### src/rtl/alu_issue_if.sv
// Decode-to-ALU issue bundle: instruction fields in, ALU operand/result loop, result handshake out.
// slave = issue controller, master = surrounding decode/ALU/writeback side.
interface alu_issue_if #(parameter int XLEN = 32);
  logic            in_valid;
  logic            in_ready;
  logic [6:0]      opcode;
  logic [2:0]      funct3;
  logic            funct7_5;
  logic [XLEN-1:0] rs1_val;
  logic [XLEN-1:0] rs2_val;
  logic [XLEN-1:0] imm;
  logic [XLEN-1:0] alu_a;
  logic [XLEN-1:0] alu_b;
  logic [3:0]      alu_op;
  logic [XLEN-1:0] alu_out;
  logic            alu_zero;
  logic            res_valid;
  logic            res_ready;
  logic [XLEN-1:0] res_data;
  logic            res_taken;
  logic            res_illegal;

  modport slave (
    input  in_valid, opcode, funct3, funct7_5, rs1_val, rs2_val, imm,
    input  alu_out, alu_zero, res_ready,
    output in_ready, alu_a, alu_b, alu_op,
    output res_valid, res_data, res_taken, res_illegal
  );

  modport master (
    output in_valid, opcode, funct3, funct7_5, rs1_val, rs2_val, imm,
    output alu_out, alu_zero, res_ready,
    input  in_ready, alu_a, alu_b, alu_op,
    input  res_valid, res_data, res_taken, res_illegal
  );
endinterface

### src/rtl/alu_issue_ctrl.sv
// Two-stage back-pressured ALU issue: decode+register operands (stage 1), capture ALU result
// and resolve BEQ/BNE (stage 2). Retired-op and retired-illegal counters on the result handshake.
module alu_issue_ctrl #(
  parameter int XLEN  = 32,
  parameter int CNT_W = 32
) (
  input  logic             clk,
  input  logic             rst_n,
  input  logic             flush,
  alu_issue_if.slave       bus,
  output logic [CNT_W-1:0] ops_cnt,
  output logic [CNT_W-1:0] ill_cnt
);
  localparam logic [3:0] OP_AND = 4'b0000;
  localparam logic [3:0] OP_OR  = 4'b0001;
  localparam logic [3:0] OP_ADD = 4'b0010;
  localparam logic [3:0] OP_SUB = 4'b0110;

  localparam logic [6:0] OPC_R  = 7'b0110011;
  localparam logic [6:0] OPC_I  = 7'b0010011;
  localparam logic [6:0] OPC_LD = 7'b0000011;
  localparam logic [6:0] OPC_ST = 7'b0100011;
  localparam logic [6:0] OPC_BR = 7'b1100011;

  localparam logic [1:0] K_NORM = 2'd0;
  localparam logic [1:0] K_BEQ  = 2'd1;
  localparam logic [1:0] K_BNE  = 2'd2;
  localparam logic [1:0] K_ILL  = 2'd3;

  localparam logic [CNT_W-1:0] CNT_ONE = 1;

  logic            s1_valid;
  logic [1:0]      s1_kind;
  logic            s1_adv, accept, res_hs;
  logic [3:0]      d_op;
  logic [XLEN-1:0] d_a, d_b;
  logic [1:0]      d_kind;
  logic            d_taken;

  always_comb begin
    d_op   = OP_ADD;
    d_a    = bus.rs1_val;
    d_b    = bus.rs2_val;
    d_kind = K_NORM;
    case (bus.opcode)
      OPC_R: begin
        case (bus.funct3)
          3'b000:  d_op = bus.funct7_5 ? OP_SUB : OP_ADD;
          3'b111:  d_op = OP_AND;
          3'b110:  d_op = OP_OR;
          default: d_kind = K_ILL;
        endcase
      end
      OPC_I: begin
        d_b = bus.imm;
        case (bus.funct3)
          3'b000:  d_op = OP_ADD;
          3'b111:  d_op = OP_AND;
          3'b110:  d_op = OP_OR;
          default: d_kind = K_ILL;
        endcase
      end
      OPC_LD, OPC_ST: d_b = bus.imm;
      OPC_BR: begin
        d_op = OP_SUB;
        case (bus.funct3)
          3'b000:  d_kind = K_BEQ;
          3'b001:  d_kind = K_BNE;
          default: d_kind = K_ILL;
        endcase
      end
      default: d_kind = K_ILL;
    endcase
    // Illegal encodings issue a harmless ADD of zeros so the ALU result is always 0.
    if (d_kind == K_ILL) begin
      d_op = OP_ADD;
      d_a  = '0;
      d_b  = '0;
    end
  end

  assign s1_adv       = s1_valid & (~bus.res_valid | bus.res_ready);
  assign bus.in_ready = ~flush & (~s1_valid | s1_adv);
  assign accept       = bus.in_valid & bus.in_ready;
  assign res_hs       = bus.res_valid & bus.res_ready;

  always_comb begin
    d_taken = 1'b0;
    case (s1_kind)
      K_BEQ:   d_taken = bus.alu_zero;
      K_BNE:   d_taken = ~bus.alu_zero;
      default: d_taken = 1'b0;
    endcase
  end

  always_ff @(posedge clk) begin
    if (!rst_n) begin
      s1_valid        <= 1'b0;
      s1_kind         <= K_NORM;
      bus.alu_a       <= '0;
      bus.alu_b       <= '0;
      bus.alu_op      <= OP_ADD;
      bus.res_valid   <= 1'b0;
      bus.res_data    <= '0;
      bus.res_taken   <= 1'b0;
      bus.res_illegal <= 1'b0;
      ops_cnt         <= '0;
      ill_cnt         <= '0;
    end else if (flush) begin
      s1_valid      <= 1'b0;
      bus.res_valid <= 1'b0;
    end else begin
      if (accept) begin
        s1_valid   <= 1'b1;
        s1_kind    <= d_kind;
        bus.alu_a  <= d_a;
        bus.alu_b  <= d_b;
        bus.alu_op <= d_op;
      end else if (s1_adv) begin
        s1_valid <= 1'b0;
      end

      if (s1_adv) begin
        bus.res_valid   <= 1'b1;
        bus.res_data    <= (s1_kind == K_ILL) ? '0 : bus.alu_out;
        bus.res_taken   <= d_taken;
        bus.res_illegal <= (s1_kind == K_ILL);
      end else if (bus.res_ready) begin
        bus.res_valid <= 1'b0;
      end

      if (res_hs) begin
        ops_cnt <= ops_cnt + CNT_ONE;
        if (bus.res_illegal) ill_cnt <= ill_cnt + CNT_ONE;
      end
    end
  end
endmodule
### src/flat_wrapper.sv
// flat-port wrapper written by rule: the top's interface ports become plain ports
module alu_issue_ctrl_flat 
#(
  parameter int XLEN  = 32,
  parameter int CNT_W = 32
)
  (clk, rst_n, flush, ops_cnt, ill_cnt, bus_in_valid, bus_opcode, bus_funct3, bus_funct7_5, bus_rs1_val, bus_rs2_val, bus_imm, bus_alu_out, bus_alu_zero, bus_res_ready, bus_in_ready, bus_alu_a, bus_alu_b, bus_alu_op, bus_res_valid, bus_res_data, bus_res_taken, bus_res_illegal);
  alu_issue_if #(.XLEN(XLEN)) bus_i ();
  input  logic clk;
  input  logic rst_n;
  input  logic flush;
  output logic [CNT_W-1:0] ops_cnt;
  output logic [CNT_W-1:0] ill_cnt;
  input wire logic [$bits(bus_i.in_valid)-1:0] bus_in_valid;
  input wire logic [$bits(bus_i.opcode)-1:0] bus_opcode;
  input wire logic [$bits(bus_i.funct3)-1:0] bus_funct3;
  input wire logic [$bits(bus_i.funct7_5)-1:0] bus_funct7_5;
  input wire logic [$bits(bus_i.rs1_val)-1:0] bus_rs1_val;
  input wire logic [$bits(bus_i.rs2_val)-1:0] bus_rs2_val;
  input wire logic [$bits(bus_i.imm)-1:0] bus_imm;
  input wire logic [$bits(bus_i.alu_out)-1:0] bus_alu_out;
  input wire logic [$bits(bus_i.alu_zero)-1:0] bus_alu_zero;
  input wire logic [$bits(bus_i.res_ready)-1:0] bus_res_ready;
  output wire logic [$bits(bus_i.in_ready)-1:0] bus_in_ready;
  output wire logic [$bits(bus_i.alu_a)-1:0] bus_alu_a;
  output wire logic [$bits(bus_i.alu_b)-1:0] bus_alu_b;
  output wire logic [$bits(bus_i.alu_op)-1:0] bus_alu_op;
  output wire logic [$bits(bus_i.res_valid)-1:0] bus_res_valid;
  output wire logic [$bits(bus_i.res_data)-1:0] bus_res_data;
  output wire logic [$bits(bus_i.res_taken)-1:0] bus_res_taken;
  output wire logic [$bits(bus_i.res_illegal)-1:0] bus_res_illegal;
  assign bus_i.in_valid = bus_in_valid;
  assign bus_i.opcode = bus_opcode;
  assign bus_i.funct3 = bus_funct3;
  assign bus_i.funct7_5 = bus_funct7_5;
  assign bus_i.rs1_val = bus_rs1_val;
  assign bus_i.rs2_val = bus_rs2_val;
  assign bus_i.imm = bus_imm;
  assign bus_i.alu_out = bus_alu_out;
  assign bus_i.alu_zero = bus_alu_zero;
  assign bus_i.res_ready = bus_res_ready;
  assign bus_in_ready = bus_i.in_ready;
  assign bus_alu_a = bus_i.alu_a;
  assign bus_alu_b = bus_i.alu_b;
  assign bus_alu_op = bus_i.alu_op;
  assign bus_res_valid = bus_i.res_valid;
  assign bus_res_data = bus_i.res_data;
  assign bus_res_taken = bus_i.res_taken;
  assign bus_res_illegal = bus_i.res_illegal;
  alu_issue_ctrl #(.XLEN(XLEN), .CNT_W(CNT_W)) u_core (.clk(clk), .rst_n(rst_n), .flush(flush), .bus(bus_i), .ops_cnt(ops_cnt), .ill_cnt(ill_cnt));
endmodule
### config.mk
export PLATFORM = sky130hd
export DESIGN_NAME = alu_issue_ctrl_flat
export DESIGN_NICKNAME = d
export VERILOG_FILES = /design/src/rtl/alu_issue_if.sv /design/src/rtl/alu_issue_ctrl.sv /design/src/flat_wrapper.sv
export SDC_FILE = /design/constraint.sdc
export NUM_CORES = 1
export LEC_CHECK = 0
export ABC_CLOCK_PERIOD_IN_PS = 5700
export CAP_MARGIN = 20
export CORE_UTILIZATION = 35
export CTS_BUF_LIST = sky130_fd_sc_hd__clkbuf_8
export CTS_CLUSTER_DIAMETER = 30
export DETAILED_ROUTE_END_ITERATION = 8
export DONT_BUFFER_PORTS = 1
export GPL_TIMING_DRIVEN = 0
export HOLD_SLACK_MARGIN = 0.06
export SLEW_MARGIN = 20
export SYNTH_ARGS = -nofsm -noshare
export SYNTH_HDL_FRONTEND = slang
export SYNTH_SLANG_ARGS = --single-unit
### constraint.sdc
create_clock -name clk -period 5.7 [get_ports clk]
set_input_delay 0.855 -clock clk [delete_from_list [all_inputs] [get_ports clk]]
set_output_delay 0.855 -clock clk [all_outputs]
set_load 0.02 [all_outputs]
==> qor.csv, run 1 <==
metric;value;unit
post-layout instance area;0.00758;sq mm
Hold Path End;u_core.bus.alu_a[10];
initial DRC count;234;
Tot GR Track Use;0.193;
Clock Latency Late Sink;0.46;ns
FMAX;366;MHz
sequential area share after synthesis;0.494;
clk sinks;169;
worst vdd ir;0.142;mV
reg-to-reg startpoint;u_core.ill_cnt[0];
post-route setup slack;2.97;ns
r2r worst-path depth;7;
Sequential Power Share;0.560;
Synthesis Warnings;0;
Slew @ Worst Pin;0.803;ns
critical path class;flop to output pin;
Post-synth ARST share;0;
CTS tree;yes;
vias in the first global route;5272;
main flop type after synthesis;dfxtp_1;
Post-CTS Hold Fix Bufs;0;
DP Wirelength;15100;microns
starting density of the core;0.361;
Ports;313;
routed vias/inst;5.56;
status;completed;
Worst R2R Setup Slack;3.05;ns
RSZ-0062 raised after global routing;no;
combinational power share;0.033;
first-pass GRT wire length;29700;microns
DRC violations left;0;
pre-CTS WS;2.89;ns
Die ar.;0.0201;sq mm
Placer Congestion;0.827;
Hold Crit Class;input pin to flop;
Synth-to-Final Area Change;10.8;%
most common cell after layout, fill and taps aside;dfxtp_1;
Post-synth EDFFs;0;
Mapped Cells;713;
Root Driver;clkbuf_8;
crit end category;output pin;
PortBufs;0;
post-route minimum period;2.73;ns
Max-Cap Viols;0;
CTS buffer count;17;
Yosys reg bits;169;
Switching Share;0.263;
Syn Std Cell Area;0.00684;sq mm
via count;5585;
Max clock buf depth;2;
Hold Vio Cnt, Final;0;
ant diodes;0;
Placed Area;0.00717;sq mm
worst relative slew slack;0.464;
TritonRoute pass-1 iters;5;
DIE HEIGHT;142;microns
Startpoint Class;flop;
final slew viol count;0;
Die W;142;microns
nets;879;
period utilization;0.479;
remaining antenna violation count;0;
Arr. time, crit path;1.88;ns
post_cts resized;0;
final setup violating endpoints;0;
Sw Pwr;0.567;mW
PnR Total Power;2.15;mW
most frequent cells in the layout;169 x dfxtp_1, 63 x nor2_1, 48 x a21oi_1;
GR Overflow Total;0;
synth unique cells;56;
Wirelength per Cell;19.9;microns
setup TNS;0;ns
clock-pin slew on the worst setup and hold paths;0.11;ns
core area;0.0190;sq mm
initial antenna violation count;1;
Cell Pwr Density;284;mW/mm^2
final clock skew;0.0169;ns
Critical Path Fanout Max;8;
Post-CTS Setup Repair Bufs;0;
largest net degree at the start of global routing;19;
Leak Pwr;2.39;nW
clock power share;0.407;
syn_nets;860;
cell-internal power;1.58;mW
Synth Area per Inst;9.60;sq um
hold path depth;1;
worst reg2reg path endpoint;u_core.ill_cnt[24];
HP Start;bus_rs1_val[10];
final core utilization;0.400;
CTS H-tree lvls;4;
share of post-route cells with drive strength above 1;0.0644;
WL final;20000;microns
required time of the critical path;4.85;ns
cell row count;50;
[power groups by stage]
| stage | sequential [mW] | clock, mW | combinational [mW] |
|---|---|---|---|
| 5_1_grt | 1.21 | 0.955 | 0.0790 |
| 6_report | 1.20 | 0.876 | 0.0709 |
| 2_1_floorplan | 1.23 | 0 | 0.0526 |
| 3_3_place_gp | 1.23 | 0 | 0.0712 |
| 3_5_place_dp | 1.23 | 0 | 0.0720 |
| 4_1_cts | 1.20 | 0.906 | 0.0720 |
[cells by family after synthesis]
family | after synthesis | synth area share
buffers and inverters | 64 | 0.0378
muxes | 34 | 0.0497
xor gates and xnor gates | 20 | 0.0256
AOI/OAI and AO/OA | 204 | 0.214
other | 1 | 0.000548
adders and majority gates | 2 | 0.00366
and+or+nand+nor | 219 | 0.175
DFF | 169 | 0.494
[state kept, by name, indices dropped and copies added, names as in the netlist]
register                flops
u_core.bus.alu_a           32
u_core.bus.alu_b           32
u_core.bus.res_data        32
u_core.ill_cnt             32
u_core.ops_cnt             32
u_core.bus.alu_op           3
u_core.s1_kind              2
u_core.bus.res_illegal      1
u_core.bus.res_taken        1
u_core.bus.res_valid        1
u_core.s1_valid             1
[worst max-delay path: stages, from the launching register on]
cell and delay, ns:
dfxtp_1 0.46, nor2b_1 0.20, clkbuf_1 0.19, a21oi_1 0.58
[stage by stage]
| step | hold slack [ns] | std cells |
|---|---|---|
| final | 0.512 | 1005 |
| after global routing | 0.467 | 1005 |
| after CTS | 0.478 | 1005 |
| after detailed placement | 0.553 | 973 |
| after global placement | 0.549 | 973 |
| after floorplan | 0.522 | 713 |
[final cells by class]
class                           count  area, sq um
Fill cell                        1909        11400
Sequential cell                   169         3380
Multi-Input combinational cell    480         3200
Tap cell                          260          325
Clock buffer                       17          234
Buffer                             50          206
Clock inverter                     15          179
Inverter                           14         52.6
[layer usage]
| layer | global-route usage | vias to the layer above | share of wire |
|---|---|---|---|
| met2 | 0.309 | 209 | 0.47 |
| li1 | - | 2717 | - |
| met1 | 0.228 | 2633 | 0.41 |
| met5 | 0 | - | 0.00060 |
| met4 | 0.0702 | 2 | 0.021 |
| met3 | 0.0867 | 24 | 0.097 |
[cell usage after synthesis (4+ instances only)]
cell type	count	area [sq um]
a21oi_1	48	240
mux2i_1	34	340
o2bb2ai_1	32	280
or3_1	22	138
xnor2_1	12	105
nand2_1	35	131
o21ai_0	21	105
nor4_1	4	25.0
clkbuf_1	36	135
and4_1	7	61.3
or4_1	28	210
dfxtp_1	169	3380
nand2b_1	5	31.3
inv_1	13	48.8
nor2_1	63	236
a22oi_1	32	240
o31ai_1	22	165
a22o_1	32	280
nand3_1	15	75.1
xor2_1	8	70.1
buf_2	6	30.0
buf_1	6	22.5
nand4_1	17	106
nor3_1	6	30.0
[how the worst max path moves through the flow]
| stage | start | to | cells after the start |
|---|---|---|---|
| 6_report | u_core.bus.res_valid | bus_in_ready | 3 |
| 5_1_grt | u_core.bus.res_valid | bus_in_ready | 3 |
| 4_1_cts | u_core.bus.res_valid | bus_in_ready | 3 |
| 3_5_place_dp | flush | u_core.ill_cnt[25] | 6 |
| 3_3_place_gp | flush | u_core.ill_cnt[27] | 6 |
| 2_1_floorplan | flush | u_core.ops_cnt[22] | 5 |
Power figures use the tool's default switching activity.
==> run 2: changes to the inputs <==
- ABC_CLOCK_PERIOD_IN_PS: 5700 -> 2300
- clock period: 5.7 -> 2.3 ns (I/O delays scaled with it)
==> qor.csv, run 2 (synthesis results as in run 1) <==
metric;value;unit;change
CTS tree;yes;;
post-route minimum period;2.19;ns;
final clock skew;0.0179;ns;+0.00106 ns
most common cell after layout, fill and taps aside;dfxtp_1;;
status;completed;;
HP Start;bus_imm[9];;
FMAX;457;MHz;
Placed Area;0.00717;sq mm;unchanged
period utilization;0.951;;
Max clock buf depth;2;;unchanged
Wirelength per Cell;19.8;microns;-0.30%
DRC violations left;0;;unchanged
WL final;22100;microns;+10%
final setup violating endpoints;0;;unchanged
Slew @ Worst Pin;0.707;ns;-0.0955 ns
Root Driver;clkbuf_8;;
CP Buf/Inv Count;2;;+1
final core utilization;0.462;;+0.0624
PortBufs;0;;unchanged
critical path class;flop to flop;;
Crit path max-delay family;simple AND/OR/NAND/NOR gates;;
final slew viol count;0;;unchanged
starting density of the core;0.361;;unchanged
dpl cells;973;;unchanged
first-pass GRT wire length;32700;microns;+10%
initial antenna violation count;2;;+1
Placer Congestion;0.827;;unchanged
fill count;1784;;-6.5%
initial DRC count;281;;+20%
CP Launch Point;u_core.ill_cnt[2];;
core area;0.0190;sq mm;unchanged
Startpoint Class;flop;;
Arr. time, crit path;2.49;ns;+0.61 ns
Clock Latency Late Sink;0.45;ns;about the same
Ports;313;;unchanged
TritonRoute pass-1 iters;5;;unchanged
Synth-to-Final Area Change;28.1;%;
via count;6173;;+11%
clk sinks;169;;unchanged
CTS H-tree lvls;4;;unchanged
most frequent cells in the layout;138 x dfxtp_1, 105 x dlygate4sd3_1, 63 x nor2_1;;
Die ar.;0.0201;sq mm;unchanged
post-route setup slack;0.113;ns;-2.86 ns
Critical Path Fanout Max;10;;+2
PnR Total Power;5.51;mW;+160%
largest net degree at the start of global routing;19;;unchanged
DP Wirelength;15100;microns;unchanged
crit end category;flop;;
GR Overflow Total;0;;unchanged
Die W;142;microns;unchanged
pre-CTS WS;-0.331;ns;-3.22 ns
Hold WS;0.0860;ns;-0.426 ns
cell row count;50;;unchanged
CTS buffer count;17;;unchanged
share of post-route cells with drive strength above 1;0.115;;+0.0507
Max-Cap Viols;0;;unchanged
crit-path cells;nand4_4 -> or4_1 -> clkbuf_2 -> clkbuf_4 -> o31ai_1 -> a21oi_1;;
vias in the first global route;5943;;+13%
Hold Vio Cnt, Final;0;;unchanged
Tot GR Track Use;0.211;;+0.0178
post-layout instance area;0.00877;sq mm;+16%
setup TNS;0;ns;unchanged
Cell Pwr Density;628;mW/mm^2;+120%
reg-to-reg startpoint;u_core.ill_cnt[2];;
Leak Pwr;2.89;nW;+21%
fin cells;1113;;+11%
clock-pin slew on the worst setup and hold paths;0.10;ns;about the same
worst relative slew slack;0.529;;+0.0647
remaining antenna violation count;0;;unchanged
worst vdd ir;0.359;mV;+150%
routed vias/inst;5.55;;-0.20%
nets;985;;+12%
critical path's slowest cell;or4_1;;
Hold Crit Class;input pin to flop;;
required time of the critical path;2.61;ns;-2.24 ns
DIE HEIGHT;142;microns;unchanged
Worst path max stage delay;0.64;ns;+0.06 ns
==> run 2: cell types whose count changed in the layout (fill, tap and decap cells not counted), moves of 2 or more <==
cell,delta
dfxtp_2,+25
clkbuf_2,+11
dfxtp_4,+6
diode_2,+2
dlygate4sd3_1,+105
clkbuf_1,-9
ha_1,-2
clkbuf_4,+2
ha_2,+2
dfxtp_1,-31
buf_1,-5
==> run 2: final cells by class <==
| cell class | count | area, sq um | share of cell area |
|---|---|---|---|
| sequential | 169 | 3440 | 0.392 |
| multi-input combinational | 480 | 3250 | 0.370 |
| timing repair buffer | 106 | 1060 | 0.121 |
| tap | 260 | 325 | 0.0371 |
| clock buffer | 17 | 234 | 0.0267 |
| buffer | 50 | 229 | 0.0261 |
| clock inverter | 15 | 179 | 0.0204 |
| inverter | 14 | 52.6 | 0.00599 |
| antenna | 2 | 5.00 | 0.000571 |
==> run 2: worst reg2reg max path, delay by kind of cell (launching register included) <==
family          cells  cell delay, ns
buf+inv             2            0.47
compound gates      2            0.30
flops               1            0.46
simple gates        2            0.81
==> run 2: what timing repair did <==
item | CTS | global route
pin swaps | 0 | 2
hold buffers | 105 | 0
endpoints found under the hold margin | 89 | 0
endpoints found under the setup margin | 117 | 124
gates resized for setup | 30 | 38
buffers inserted | 0 | 1
==> run 2: metal layers <==
metal  wire [microns]  vias to the layer above  part of all wire  GRT usage
met5               17                        -           0.00077          0
met4              527                        2             0.024     0.0809
met3             2210                       41              0.10     0.0918
met2            10700                      279              0.48      0.349
met1             8670                     2916              0.39      0.240
li1                 -                     2935                 -          -
==> run 2: report_power, final <==
| part | total (mW) | internal, mW | switching [mW] | leakage (nW) |
|---|---|---|---|---|
| clock network | 2.19 | 0.925 | 1.27 | 0.207 |
| logic | 0.339 | 0.180 | 0.159 | 1.30 |
| registers | 2.98 | 2.94 | 0.0418 | 1.38 |
| total | 5.51 | 4.04 | 1.47 | 2.89 |
==> run 2: path summary, 6_finish.rpt <==
| check | end | slack, ns | cells after the start |
|---|---|---|---|
| setup / recovery | u_core.ill_cnt[25] | 0.11 | 6 |
| hold / removal | u_core.bus.alu_b[9] | 0.09 | 2 |
| setup reg to reg | u_core.ill_cnt[25] | 0.11 | 6 |
| hold reg to reg | u_core.ops_cnt[1] | 0.55 | 2 |
==> run 3: changes to the inputs <==
- TNS_END_PERCENT: default -> 100
==> results of run 3 <==
The final DEF is identical to that of run 2; final timing and power are the same.
